==> src/rtl/cpu_mc_pkg.sv <==
// Shared definitions for the cpu_mc multicycle core.
// Holds the state encodings visible on state_dbg, the opcode values and a
// helper that says which opcodes update the register file.
package cpu_mc_pkg;

  typedef enum logic [2:0] {
    S_FETCH      = 3'd0,
    S_DECODE     = 3'd1,
    S_EXECUTE    = 3'd2,
    S_WRITE_BACK = 3'd3,
    S_HALTED     = 3'd4
  } state_t;

  localparam logic [4:0] OP_NOP  = 5'd0;
  localparam logic [4:0] OP_ADD  = 5'd1;
  localparam logic [4:0] OP_SUB  = 5'd2;
  localparam logic [4:0] OP_AND  = 5'd3;
  localparam logic [4:0] OP_OR   = 5'd4;
  localparam logic [4:0] OP_MOV  = 5'd5;
  localparam logic [4:0] OP_BR   = 5'd6;
  localparam logic [4:0] OP_BZ   = 5'd7;
  localparam logic [4:0] OP_BNZ  = 5'd8;
  localparam logic [4:0] OP_HALT = 5'd31;

  // Only the ALU/MOV group writes a destination register.
  function automatic logic op_writes_reg(input logic [4:0] op);
    return (op == OP_ADD) || (op == OP_SUB) || (op == OP_AND) ||
           (op == OP_OR)  || (op == OP_MOV);
  endfunction

endpackage

==> src/rtl/cpu_regfile.sv <==
// Architectural register file for cpu_mc.
// Ports:
//   clk, reset    - clock and synchronous active-low reset (clears all registers)
//   we/waddr/wdata- synchronous write port; writes to register 0 are dropped
//   ra_*, rb_*    - two combinational read ports (operands a and b)
//   dbg_addr/data - combinational debug read port
// Register 0 always reads as zero.
module cpu_regfile
  import cpu_mc_pkg::*;
#(
  parameter int WIDTH     = 32,
  parameter int REG_COUNT = 32,
  localparam int AW       = $clog2(REG_COUNT)
) (
  input  logic             clk,
  input  logic             reset,
  input  logic             we,
  input  logic [AW-1:0]    waddr,
  input  logic [WIDTH-1:0] wdata,
  input  logic [AW-1:0]    ra_addr,
  output logic [WIDTH-1:0] ra_data,
  input  logic [AW-1:0]    rb_addr,
  output logic [WIDTH-1:0] rb_data,
  input  logic [AW-1:0]    dbg_addr,
  output logic [WIDTH-1:0] dbg_data
);

  logic [WIDTH-1:0] regs [REG_COUNT];

  always_ff @(posedge clk) begin
    if (!reset) begin
      for (int i = 0; i < REG_COUNT; i++) begin
        regs[i] <= '0;
      end
    end else if (we && (waddr != '0)) begin
      regs[waddr] <= wdata;
    end
  end

  assign ra_data  = (ra_addr  == '0) ? '0 : regs[ra_addr];
  assign rb_data  = (rb_addr  == '0) ? '0 : regs[rb_addr];
  assign dbg_data = (dbg_addr == '0) ? '0 : regs[dbg_addr];

endmodule

==> src/rtl/cpu_mc.sv <==
// cpu_mc: parametrised multicycle CPU core.
// Each instruction walks FETCH -> DECODE -> EXECUTE -> WRITE_BACK; FETCH
// waits for imem_ready, and HALT parks the core in HALTED until reset.
// Ports:
//   clk, reset            - clock, synchronous active-low reset
//   imem_req, imem_addr   - fetch request and word address (the PC)
//   imem_ready, imem_data - fetch handshake and instruction word
//   halted                - set once HALT has been decoded
//   state_dbg             - current state encoding
//   dbg_addr, dbg_data    - combinational debug register read
module cpu_mc
  import cpu_mc_pkg::*;
#(
  parameter int WIDTH     = 32,
  parameter int REG_COUNT = 32,
  parameter int PC_WIDTH  = 16,
  localparam int AW       = $clog2(REG_COUNT)
) (
  input  logic                clk,
  input  logic                reset,
  output logic                imem_req,
  output logic [PC_WIDTH-1:0] imem_addr,
  input  logic                imem_ready,
  input  logic [31:0]         imem_data,
  output logic                halted,
  output logic [2:0]          state_dbg,
  input  logic [AW-1:0]       dbg_addr,
  output logic [WIDTH-1:0]    dbg_data
);

  state_t                    state;
  logic [PC_WIDTH-1:0]       pc;
  logic [31:0]               inst_p0;
  logic signed [WIDTH-1:0]   opa_p1;
  logic signed [WIDTH-1:0]   opb_p1;
  logic signed [WIDTH-1:0]   res_p2;
  logic                      taken_p2;

  // Instruction fields; register indices keep only the low AW bits.
  logic [4:0]              op;
  logic [AW-1:0]           z_idx;
  logic [AW-1:0]           a_idx;
  logic [AW-1:0]           b_idx;
  logic signed [15:0]      imm_s;
  logic signed [WIDTH-1:0] imm_w;
  logic [PC_WIDTH-1:0]     imm_pc;

  assign op     = inst_p0[31:27];
  assign z_idx  = inst_p0[16 +: AW];
  assign a_idx  = inst_p0[5 +: AW];
  assign b_idx  = inst_p0[0 +: AW];
  assign imm_s  = inst_p0[15:0];
  assign imm_w  = WIDTH'(imm_s);
  assign imm_pc = PC_WIDTH'(imm_s);

  // Bits such as inst[26:21] carry no meaning for this core.
  logic unused_inst_bits;
  assign unused_inst_bits = ^inst_p0;

  logic [WIDTH-1:0] ra_data;
  logic [WIDTH-1:0] rb_data;
  logic             rf_we;

  assign rf_we = (state == S_WRITE_BACK) && op_writes_reg(op);

  cpu_regfile #(
    .WIDTH     (WIDTH),
    .REG_COUNT (REG_COUNT)
  ) u_regfile (
    .clk      (clk),
    .reset    (reset),
    .we       (rf_we),
    .waddr    (z_idx),
    .wdata    (res_p2),
    .ra_addr  (a_idx),
    .ra_data  (ra_data),
    .rb_addr  (b_idx),
    .rb_data  (rb_data),
    .dbg_addr (dbg_addr),
    .dbg_data (dbg_data)
  );

  // ALU and branch condition, consumed at the end of EXECUTE.
  logic signed [WIDTH-1:0] alu_res;
  logic                    br_take;

  always_comb begin
    alu_res = '0;
    br_take = 1'b0;
    case (op)
      OP_ADD:  alu_res = opa_p1 + opb_p1;
      OP_SUB:  alu_res = opa_p1 - opb_p1;
      OP_AND:  alu_res = opa_p1 & opb_p1;
      OP_OR:   alu_res = opa_p1 | opb_p1;
      OP_MOV:  alu_res = imm_w;
      OP_BR:   br_take = 1'b1;
      OP_BZ:   br_take = (opa_p1 == '0);
      OP_BNZ:  br_take = (opa_p1 != '0);
      OP_NOP:  alu_res = '0;
      default: alu_res = '0;
    endcase
  end

  always_ff @(posedge clk) begin
    if (!reset) begin
      state    <= S_FETCH;
      pc       <= '0;
      inst_p0  <= '0;
      opa_p1   <= '0;
      opb_p1   <= '0;
      res_p2   <= '0;
      taken_p2 <= 1'b0;
      halted   <= 1'b0;
    end else begin
      case (state)
        // ---- FETCH: hold the PC until memory answers ----
        S_FETCH: begin
          if (imem_ready) begin
            inst_p0 <= imem_data;
            state   <= S_DECODE;
          end
        end
        // ---- DECODE: operand read or halt ----
        S_DECODE: begin
          if (op == OP_HALT) begin
            halted <= 1'b1;
            state  <= S_HALTED;
          end else begin
            opa_p1 <= ra_data;
            opb_p1 <= rb_data;
            state  <= S_EXECUTE;
          end
        end
        // ---- EXECUTE: register result and branch decision ----
        S_EXECUTE: begin
          res_p2   <= alu_res;
          taken_p2 <= br_take;
          state    <= S_WRITE_BACK;
        end
        // ---- WRITE_BACK: PC update lands with the register write ----
        S_WRITE_BACK: begin
          pc    <= taken_p2 ? (pc + imm_pc) : (pc + PC_WIDTH'(1));
          state <= S_FETCH;
        end
        S_HALTED: state <= S_HALTED;
        default:  state <= S_FETCH;
      endcase
    end
  end

  assign imem_req  = (state == S_FETCH);
  assign imem_addr = pc;
  assign state_dbg = state;

endmodule

==> config.mk <==
export PLATFORM = sky130hd
export DESIGN_NAME = cpu_mc
export DESIGN_NICKNAME = d
export VERILOG_FILES = /design/src/rtl/cpu_mc_pkg.sv /design/src/rtl/cpu_regfile.sv /design/src/rtl/cpu_mc.sv
export SDC_FILE = /design/constraint.sdc
export NUM_CORES = 2
export LEC_CHECK = 0
export CELL_PAD_IN_SITES_DETAIL_PLACEMENT = 0
export CELL_PAD_IN_SITES_GLOBAL_PLACEMENT = 1
export CORE_MARGIN = 2
export CORE_UTILIZATION = 45
export CTS_CLUSTER_SIZE = 40
export DETAILED_ROUTE_END_ITERATION = 6
export GPL_ROUTABILITY_DRIVEN = 0
export PLACE_DENSITY_LB_ADDON = 0.1
export REMOVE_ABC_BUFFERS = 1
export SETUP_SLACK_MARGIN = 0.15
export SLEW_MARGIN = 20
export SYNTH_ARGS = -nofsm -noshare
export SYNTH_HDL_FRONTEND = slang
export SYNTH_HIERARCHICAL = 1
export SYNTH_SLANG_ARGS = --single-unit
==> constraint.sdc <==
create_clock -name clk -period 4.6 [get_ports clk]
set_input_delay 1.15 -clock clk [delete_from_list [all_inputs] [get_ports clk]]
set_output_delay 1.15 -clock clk [all_outputs]
set_load 0.02 [all_outputs]
==> summary.txt <==
Nets: 5877
CP Capture Type: output port
Root Buffer: clkbuf_16
P_leak: 30.20 nW
final hold violation count: 0
layout cells sized above 1: 0.2907
Tmin final: 4585 ps
CP Class: primary input to output port
worst min path class: register to register
Residual DRC: 0
fraction of registers with async set/reset: 0
# clock sinks: 1167
PwrDens: 349.9 nW/um2
Yosys warnings: 6
total core area: 158600 um2
DRT Wirelength: 298.6 mm
CTS tree: yes
max_cap viols: 0
synth unique cells: 79
status: finished, final reports clean
Die Y: 403.8 um
clock buffer depth: 3
gr ovfl total: 0
worst relative slew slack: 0.2170
Die Footprint: 163000 um2
DP Worst Slack: -1095 ps
Initial DRC Count: 8444
register area share after synthesis: 0.4674
post-route ant nets: 0
Post-synth EDFFs: 1024
CP Data Required Time: 3450 ps
total global-route track usage: 0.3629
period utilisation layout: 0.9968
Peak VDD IR: 415.7 uV
DR pass1 iterations: 6
Num CTS Buffers: 137
#FFs+latches synth: 1167
pin count of the biggest net entering global routing: 65
final-report setup violation count: 0
Synth Instances: 5543
clock skew: 26.33 ps
clk_lat worst skew: 790 ps
Cell Rows: 146
Area Growth Syn to Fin: 18.14%
first-pass GRT wire length: 413.1 mm
clk slew on worst S/H paths: 60 ps
most used flip-flop cell after synthesis: edfxtp_1
H-tree Lvls: 4
Initial Util: 0.4535
initial antenna violation count: 28
IO Pins: 93
IO Port Bufs: 86
Avg Cell Area, Syn: 12.97 um2
vias in the first global route: 52380
Avg WL per Cell: 37.39 um
vias: 54310
detailed placement HPWL: 197.2 mm
Max Slew Vio Count: 0
f_max: 218.1 MHz
Design Power: 29.73 mW
slack of the critical path: 14.74 ps
Worst EP arrival: 3440 ps
Vias/cell: 6.801
Worst setup SP type: primary input
crit path max fanout: 10
mapped cell area: 71910 um2
Setup TNS Final: 0 ps
RSZ-0062 raised after global routing: yes
Die W: 403.8 um
Worst-Margin Slew: 1174 ps
-- metrics by stage --
step                      hold slack (ps)  instance area [um2]    util  cells
after global placement              450.8                78090  0.4925   7635
after detailed placement            463.3                78180  0.4930   7638
after floorplan                     451.4                69490       -   4998
final                               467.5                84960  0.5358   7985
after global routing                493.0                84920  0.5356   7970
after CTS                           471.6                84470  0.5327   7938
-- area by class of cell --
| class | count | area, um2 |
|---|---|---|
| multi-input cells | 3787 | 37420 |
| clock buffers | 177 | 3819 |
| diodes | 16 | 40.04 |
| repair buffers | 648 | 6392 |
| fillers | 13260 | 73610 |
| well taps | 2072 | 2592 |
| clock inverters | 73 | 873.3 |
| flip-flops and latches | 1167 | 33650 |
| inverters | 45 | 168.9 |
-- repair_timing --
action | in CTS | in global routing
gates resized for setup | 324 | 63
endpoints found under the setup margin | 33 | 25
pin swaps | 31 | 15
gates cloned | 9 | 1
buffers inserted | 41 | 30
hold buffers | 0 | 0
-- cell families (layout without fill, tap and decap cells) --
kind of cell	after synthesis	count (layout)	share of synthesized area
XOR/XNOR	70	70	0.008526
multiplexers	1048	1048	0.2554
adder cells (fa/ha/maj)	51	51	0.009082
buffers and inverters	621	943	0.03758
AND/OR/NAND/NOR	1710	1711	0.1351
AO/OA/AOI/OAI	875	875	0.08682
other	1	48	0.00005215
flip-flops	1167	1167	0.4674
-- power breakdown --
part / switching [mW] / leakage [nW] / internal (mW)
Sequential: 0.436 / 11.7 / 11.9
Clock: 4.65 / 2.28 / 6.88
Combinational: 3.45 / 16.2 / 2.44
-- placed cells by master, fill, tap and decap left out, types with 30 or more instances in the layout --
| master | count |
|---|---|
| and2_1 | 1043 |
| edfxtp_1 | 1024 |
| mux4_2 | 623 |
| buf_4 | 447 |
| mux2i_1 | 356 |
| nand2_1 | 284 |
| clkbuf_16 | 146 |
| dfxtp_1 | 127 |
| a21oi_1 | 125 |
| a21boi_0 | 96 |
| nor2_1 | 79 |
| a22oi_1 | 76 |
| buf_12 | 75 |
| o21ai_0 | 73 |
| nor2b_1 | 67 |
| mux2_2 | 64 |
| a22o_1 | 61 |
| o22ai_1 | 60 |
| ha_1 | 49 |
| clkdlybuf4s50_1 | 48 |
| a221oi_1 | 46 |
| a21o_1 | 45 |
| a211oi_1 | 45 |
| inv_1 | 44 |
| xnor2_1 | 40 |
| nor4_1 | 35 |
| nor3_1 | 34 |
| nor2_4 | 34 |
| o21ai_4 | 32 |
| buf_6 | 32 |
| conb_1 | 32 |
| xor2_1 | 30 |
-- final timing paths --
kind	startpoint	cells after the start	slack (ps)	to
worst max-delay path	dbg_addr[1]	9	10	dbg_data[8]
worst max register to register	opb_p1[0]	15	360	res_p2[31]
worst min register to register	imem_addr[15]	2	470	imem_addr[15]
worst min-delay path	imem_addr[15]	2	470	imem_addr[15]
-- metal layers --
layer | vias to the layer above | GRT usage | part of all wire
li1 | 21920 | - | -
met1 | 28170 | 0.4980 | 0.39
met2 | 3623 | 0.5574 | 0.45
met3 | 595 | 0.09169 | 0.12
met4 | 6 | 0.1365 | 0.042
met5 | - | 0 | 0.00013
-- critical path: stages --
cell and delay [ps]:
buf_4 180, buf_4 230, buf_4 290, mux4_2 390, a2111oi_4 630, buf_4 210, nor3_2 30, buf_4 160
buf_6 130
-- synthesized netlist by cell type, types with 73 or more instances --
cell      instances  area [um2]
o21ai_0         104       520.5
edfxtp_1       1024       30750
buf_2            96       480.5
mux2i_1         361        3613
clkbuf_1        403        1513
and2_1         1045        6538
a21boi_0         96       720.7
a21oi_1         126       630.6
mux4_2          623       14030
dfxtp_1         143        2863
nand2_1         286        1074
nor2_1          114       427.9
a22oi_1          76       570.6
nor2b_1          73       456.7
-- registers in the layout, indices dropped and copies added (netlist names) --
| name | flops |
|---|---|
| opb_p1 | 32 |
| opa_p1 | 32 |
| state_dbg | 3 |
| halted | 1 |
| imem_addr | 16 |
| inst_p0 | 26 |
| res_p2 | 32 |
| taken_p2 | 1 |
| u_regfile/regs | 1024 |
Note: power is estimated with default switching activity, not from simulation.
